--- src/rtl/frame_clear_scheduler.sv ---
// Frame-start sequencer: drains DDR bursts, clears the pixel FIFO, settles, then opens writes into ping-pong banks.
// Optional FRAME_CLEAR_STATS_EN adds saturating drop_cnt / ok_cnt frame statistics outputs.
//
// state      | meaning
// IDLE       | after reset, FIFO held in clear, waiting for first frame start
// WAIT_BURST | frame start seen, letting the in-flight DDR burst finish
// CLEAR      | pixel FIFO clear asserted for CLR_CYCLES
// SETTLE     | quiet gap of SETTLE_CYCLES before writes open
// RUN        | write path open, counting frame words
// DONE       | full frame landed, waiting for next frame start
module frame_clear_scheduler #(
    parameter int                CLR_CYCLES    = 8,
    parameter int                SETTLE_CYCLES = 16,
    parameter int                FRAME_WORDS   = 307200,
    parameter int                CNT_W         = 20,
    parameter int                ADDR_W        = 28,
    parameter logic [ADDR_W-1:0] BANK0_BASE    = 28'h0000000,
    parameter logic [ADDR_W-1:0] BANK1_BASE    = 28'h0100000
) (
    input  logic              clock_target,
    input  logic              rst_n,
    input  logic              clear_req_target,
    input  logic              burst_busy,
    input  logic              wr_word_valid,
    output logic              fifo_clear,
    output logic              wr_enable,
    output logic [ADDR_W-1:0] wr_base_addr,
    output logic              bank_sel,
    output logic              rd_bank,
    output logic              frame_done,
    output logic              frame_err
`ifdef FRAME_CLEAR_STATS_EN
    ,
    output logic [15:0]       drop_cnt,
    output logic [15:0]       ok_cnt
`endif
);

    localparam int PH_MAX = (CLR_CYCLES > SETTLE_CYCLES) ? CLR_CYCLES : SETTLE_CYCLES;
    localparam int PH_W   = $clog2(PH_MAX + 1);

    localparam logic [PH_W-1:0]  CLR_LAST    = PH_W'(CLR_CYCLES - 1);
    localparam logic [PH_W-1:0]  SETTLE_LAST = PH_W'(SETTLE_CYCLES - 1);
    localparam logic [PH_W-1:0]  PH_ONE      = PH_W'(1);
    localparam logic [CNT_W-1:0] CNT_LAST    = CNT_W'(FRAME_WORDS - 1);
    localparam logic [CNT_W-1:0] CNT_ONE     = CNT_W'(1);

    typedef enum logic [2:0] {
        IDLE       = 3'd0,
        WAIT_BURST = 3'd1,
        CLEAR      = 3'd2,
        SETTLE     = 3'd3,
        RUN        = 3'd4,
        DONE       = 3'd5
    } state_t;

    state_t            state_q, state_d;
    logic [PH_W-1:0]   phase_q, phase_d;
    logic [CNT_W-1:0]  word_cnt_q, word_cnt_d;
    logic              bank_sel_d;
    logic              rd_bank_d;
    logic              fifo_clear_d;
    logic              wr_enable_d;
    logic              frame_done_d;
    logic              frame_err_d;
    logic [ADDR_W-1:0] wr_base_addr_d;
    logic              req_ignored;

    always_ff @(posedge clock_target or negedge rst_n) begin
        if (!rst_n) begin
            state_q <= IDLE;
        end else begin
            state_q <= state_d;
        end
    end

    always_comb begin
        state_d      = state_q;
        phase_d      = phase_q;
        word_cnt_d   = word_cnt_q;
        bank_sel_d   = bank_sel;
        rd_bank_d    = rd_bank;
        frame_done_d = 1'b0;
        frame_err_d  = 1'b0;
        req_ignored  = 1'b0;

        case (state_q)
            IDLE: begin
                if (clear_req_target) begin
                    state_d = WAIT_BURST;
                end
            end
            WAIT_BURST: begin
                req_ignored = clear_req_target;
                if (!burst_busy) begin
                    state_d    = CLEAR;
                    phase_d    = '0;
                    word_cnt_d = '0;
                end
            end
            CLEAR: begin
                req_ignored = clear_req_target;
                if (phase_q == CLR_LAST) begin
                    state_d = SETTLE;
                    phase_d = '0;
                end else begin
                    phase_d = phase_q + PH_ONE;
                end
            end
            SETTLE: begin
                req_ignored = clear_req_target;
                if (phase_q == SETTLE_LAST) begin
                    state_d = RUN;
                    phase_d = '0;
                end else begin
                    phase_d = phase_q + PH_ONE;
                end
            end
            RUN: begin
                // A final word arriving with the next frame start still completes the frame
                if (wr_word_valid && (word_cnt_q == CNT_LAST)) begin
                    word_cnt_d   = word_cnt_q + CNT_ONE;
                    frame_done_d = 1'b1;
                    rd_bank_d    = bank_sel;
                    if (clear_req_target) begin
                        bank_sel_d = ~bank_sel;
                        state_d    = WAIT_BURST;
                    end else begin
                        state_d = DONE;
                    end
                end else if (clear_req_target) begin
                    frame_err_d = 1'b1;
                    state_d     = WAIT_BURST;
                end else if (wr_word_valid) begin
                    word_cnt_d = word_cnt_q + CNT_ONE;
                end
            end
            DONE: begin
                if (clear_req_target) begin
                    bank_sel_d = ~bank_sel;
                    state_d    = WAIT_BURST;
                end
            end
            default: begin
                state_d = IDLE;
            end
        endcase

        // fifo_clear trails CLEAR by one cycle but drops on the very edge a req leaves IDLE
        fifo_clear_d   = (state_d == IDLE) || (state_q == CLEAR);
        wr_enable_d    = (state_q == RUN) && (state_d == RUN);
        wr_base_addr_d = bank_sel_d ? BANK1_BASE : BANK0_BASE;
    end

    always_ff @(posedge clock_target or negedge rst_n) begin
        if (!rst_n) begin
            phase_q      <= '0;
            word_cnt_q   <= '0;
            fifo_clear   <= 1'b1;
            wr_enable    <= 1'b0;
            bank_sel     <= 1'b0;
            rd_bank      <= 1'b0;
            wr_base_addr <= BANK0_BASE;
            frame_done   <= 1'b0;
            frame_err    <= 1'b0;
        end else begin
            phase_q      <= phase_d;
            word_cnt_q   <= word_cnt_d;
            fifo_clear   <= fifo_clear_d;
            wr_enable    <= wr_enable_d;
            bank_sel     <= bank_sel_d;
            rd_bank      <= rd_bank_d;
            wr_base_addr <= wr_base_addr_d;
            frame_done   <= frame_done_d;
            frame_err    <= frame_err_d;
        end
    end

`ifdef FRAME_CLEAR_STATS_EN
    always_ff @(posedge clock_target or negedge rst_n) begin
        if (!rst_n) begin
            drop_cnt <= '0;
            ok_cnt   <= '0;
        end else begin
            if ((frame_err_d || req_ignored) && (drop_cnt != 16'hFFFF)) begin
                drop_cnt <= drop_cnt + 16'd1;
            end
            if (frame_done_d && (ok_cnt != 16'hFFFF)) begin
                ok_cnt <= ok_cnt + 16'd1;
            end
        end
    end
`else
    // Without statistics, ignored requests are simply dropped with no record
`endif

endmodule

--- config.mk ---
export PLATFORM = sky130hd
export DESIGN_NAME = frame_clear_scheduler
export DESIGN_NICKNAME = d
export VERILOG_FILES = /design/src/rtl/frame_clear_scheduler.sv
export SDC_FILE = /design/constraint.sdc
export NUM_CORES = 1
export LEC_CHECK = 0
export ABC_AREA = 0
export CAP_MARGIN = 10
export CORE_MARGIN = 10
export CORE_UTILIZATION = 35
export DETAILED_ROUTE_END_ITERATION = 12
export GPL_TIMING_DRIVEN = 0
export REMOVE_ABC_BUFFERS = 1
export SLEW_MARGIN = 40
export SYNTH_ARGS = -nofsm -noshare
export SYNTH_HDL_FRONTEND = slang
export SYNTH_SLANG_ARGS = --single-unit
--- constraint.sdc ---
create_clock -name clock_target -period 2.3 [get_ports clock_target]
set_clock_uncertainty 0.15 [all_clocks]
set_input_delay 0.23 -clock clock_target [delete_from_list [all_inputs] [get_ports clock_target]]
set_output_delay 0.23 -clock clock_target [all_outputs]
set_load 0.01 [all_outputs]
==> metrics.txt <==
Root Driver=clkbuf_8; worst setup margin=-0.002508 ns; layout cells sized above 1=between 15 and 20%; clock-pin slew on the worst setup and hold paths=0.07 ns; CP Class=reg2reg; wirelength, routed=5009 um; critical path endpoint category=flop; post-placement cell count=304; Final Util=43.60%; top_reg_cell synth=dfrtp_1; YS warnings=0; Num Clock Sinks=34; chip width=between 90 and 100 um; clock tree buffer depth=2; Initial DRC Count=118; Worst Path Required=2.37 ns; Setup violations, final=1; simple-gate share of the synthesized area=24.13%; Yosys cell types=46; Final Power=1.740 mW; initial antenna violation count=0; post-synthesis area per instance=8.944 um^2; Die H=about 97 um; I/O pin total=39; synthesized netlist cell count=229; Max Cap Viol=0; CP max FO=7; synthesized cell area=2048 um^2; Initial Util=36.52%; largest net degree at the start of global routing=26; H-tree levels=2; largest family of logic cells by synthesized area=simple AND/OR/NAND/NOR gates; GRT met1 Usage=11.70%; via count=about 1700; Final nets=roughly 270; total track usage=10.18%; total gr overflow=0; compound-cell area share of the yosys netlist=between 10% and 20%; Tmin final=2.303 ns; DRT Pass-1 Iters=4; Place WS=-0.4139 ns; Core Area=5608 um^2; grt peak-use layer=met2; flops & latches, synth=34; number of synthesized flops with an enable pin=0; post-synthesis mux area share=1.038%; hold violation total from the final report=0; CP Launch Type=flop; Max IR drop VDD=about 0.39 mV; dpl hpwl=approximately 3300 um; run status=finished, violations left; Slew Viols, Final=0; DR vias/cell=around 5.3; Worst-Skew Late Latency=between 0.2 and 0.3 ns; crit path DAT=2.37 ns; first-pass GRT wire length=7665 um; CTS tree=yes; met3 usage=under 10%; ys async rst share=100.0%; RSZ-0062 raised after global routing=true; Final Cycle Share=100.1%; ant diodes=0; P_leak=approximately 1.1 nW; global routing usage on met2=17.82%; failing checks=setup timing; worst min-delay path class=in2async; adder-cell share of the synthesized area=under 10%; DRC errors left=0; die area=a little over 9000 um^2; row count=27; post-DR wirelength/cell=15.22 um; fin cells=329; P per Cell Area=711.7 nW/um^2; synthesis-to-layout area growth=19.36%; antenna-violating nets left=0; register area share after synthesis=41.60%; vias in the first global route=around 1600; Post-Synth XOR/XNOR Area=roughly 2.1%; PortBufs=11; number of buffers created by CTS=5; f_max=0.4343 GHz; placer congestion estimate=between 0.7 and 0.8
==> cell usage after synthesis, types with 2 or more instances <==
master | instances | area share (%)
a21oi_1 | 17 | 4.2
and3_1 | 5 | 1.5
and4_1 | 2 | 0.86
buf_2 | 2 | 0.49
buf_4 | 28 | 10
clkbuf_1 | 6 | 1.1
dfrtp_1 | 33 | 40
ha_1 | 4 | 2.4
inv_1 | 6 | 1.1
nand2_1 | 19 | 3.5
nand3_1 | 10 | 2.4
nand4_1 | 6 | 1.8
nand4bb_1 | 2 | 1.1
nor2_1 | 14 | 2.6
nor2b_1 | 2 | 0.61
nor3_1 | 4 | 0.98
nor4_1 | 2 | 0.61
o21ai_0 | 18 | 4.4
o21ai_1 | 2 | 0.49
o31ai_1 | 5 | 1.8
or3_1 | 10 | 3.1
or4_1 | 5 | 1.8
xnor2_1 | 4 | 1.7
==> logic make-up after synthesis <==
| group | after synthesis |
|---|---|
| other | 1 |
| XOR/XNOR | 5 |
| flip-flops | 34 |
| AO/OA/AOI/OAI | 52 |
| buffers and inverters | 43 |
| multiplexers | 2 |
| AND/OR/NAND/NOR | 88 |
| adder cells (fa/ha/maj) | 4 |
==> path summary, 6_finish.rpt <==
path | start | to | slack [ns] | cells past startpoint
min in group clock_target | rd_bank | rd_bank | 0.36 | 1
max in group asynchronous | rst_n | state_q[0] | 1.35 | 3
worst max-delay path | word_cnt_q[0] | word_cnt_q[5] | -0.003 | 6
worst max register to register | word_cnt_q[0] | word_cnt_q[5] | -0.003 | 6
worst min-delay path | rst_n | word_cnt_q[15] | 0.21 | 2
worst min register to register | rd_bank | rd_bank | 0.36 | 1
==> report_power, final <==
part / switching [mW] / total, mW / internal, mW
Combinational: 0.245 / 0.448 / 0.203
Sequential: 0.0685 / 0.743 / 0.674
Clock: 0.226 / 0.550 / 0.323
Total: 0.539 / 1.74 / 1.20
==> cell type report <==
cell class	instances	area, um^2
clock inverters	2	37.54
inverters	6	22.52
fillers	608	3163
multi-input cells	180	1100
well taps	72	90.09
clock buffers	6	72.57
repair buffers	29	266.5
flip-flops and latches	34	855.8
==> layout by cell type (no fill, tap or decap), types with 3 or more instances in the layout <==
| cell type | count |
|---|---|
| or3_1 | 9 |
| and3_1 | 5 |
| nand3_1 | 8 |
| dfrtp_2 | 3 |
| inv_1 | 6 |
| buf_4 | 15 |
| nor2_1 | 14 |
| a21oi_1 | 14 |
| conb_1 | 27 |
| o21ai_1 | 3 |
| o21ai_0 | 17 |
| clkbuf_8 | 5 |
| ha_1 | 3 |
| nand2_1 | 19 |
| clkdlybuf4s50_1 | 10 |
| o31ai_1 | 5 |
| a21oi_2 | 3 |
| nand4_1 | 6 |
| or4_1 | 5 |
| nor3_1 | 3 |
| dfrtp_1 | 30 |
| xnor2_1 | 4 |
==> routing by layer <==
metal,share of wire [%],vias up,wire length [um]
met2,52,40,2617
met4,1.3,0,65
met5,0,-,0
met1,41,873,2038
met3,5.7,8,287
li1,-,818,-
==> worst max-delay path, cell delays in order (launching register included) <==
cell	delay, ns
dfrtp_1	0.42
ha_2	0.22
and4_4	0.25
nand4_1	0.24
o21ba_4	0.33
or4_1	0.51
a21oi_1	0.13
==> stage by stage <==
| stage | hold slack [ns] | cell area (um^2) | TNS, ns |
|---|---|---|---|
| detailed placement | -0.001558 | 2146 | -4.358 |
| global placement | 0.3436 | 2100 | -18.79 |
| CTS | 0.2210 | 2347 | 0 |
| floorplan | -0.2156 | 1899 | -2.699 |
| global route | 0.2399 | 2445 | -0.5682 |
| finish | 0.2119 | 2445 | -0.002508 |
==> flip-flops by register name, summed over array words and instances (netlist names) <==
signal	count
wr_enable	1
fifo_clear	1
word_cnt_q	20
rd_bank	1
frame_err	1
state_q	3
wr_base_addr	1
frame_done	1
phase_q	5
==> timing repair <==
action / CTS / global route
resized for setup: 5 / 11
setup endpoints to repair: 17 / 14
setup buffers: 9 / 5
endpoints found under the hold margin: 34 / 0
pin swaps: 2 / 9
hold buffers: 1 / 0
gates cloned: 0 / 2
(Power assumes the default switching activity.)
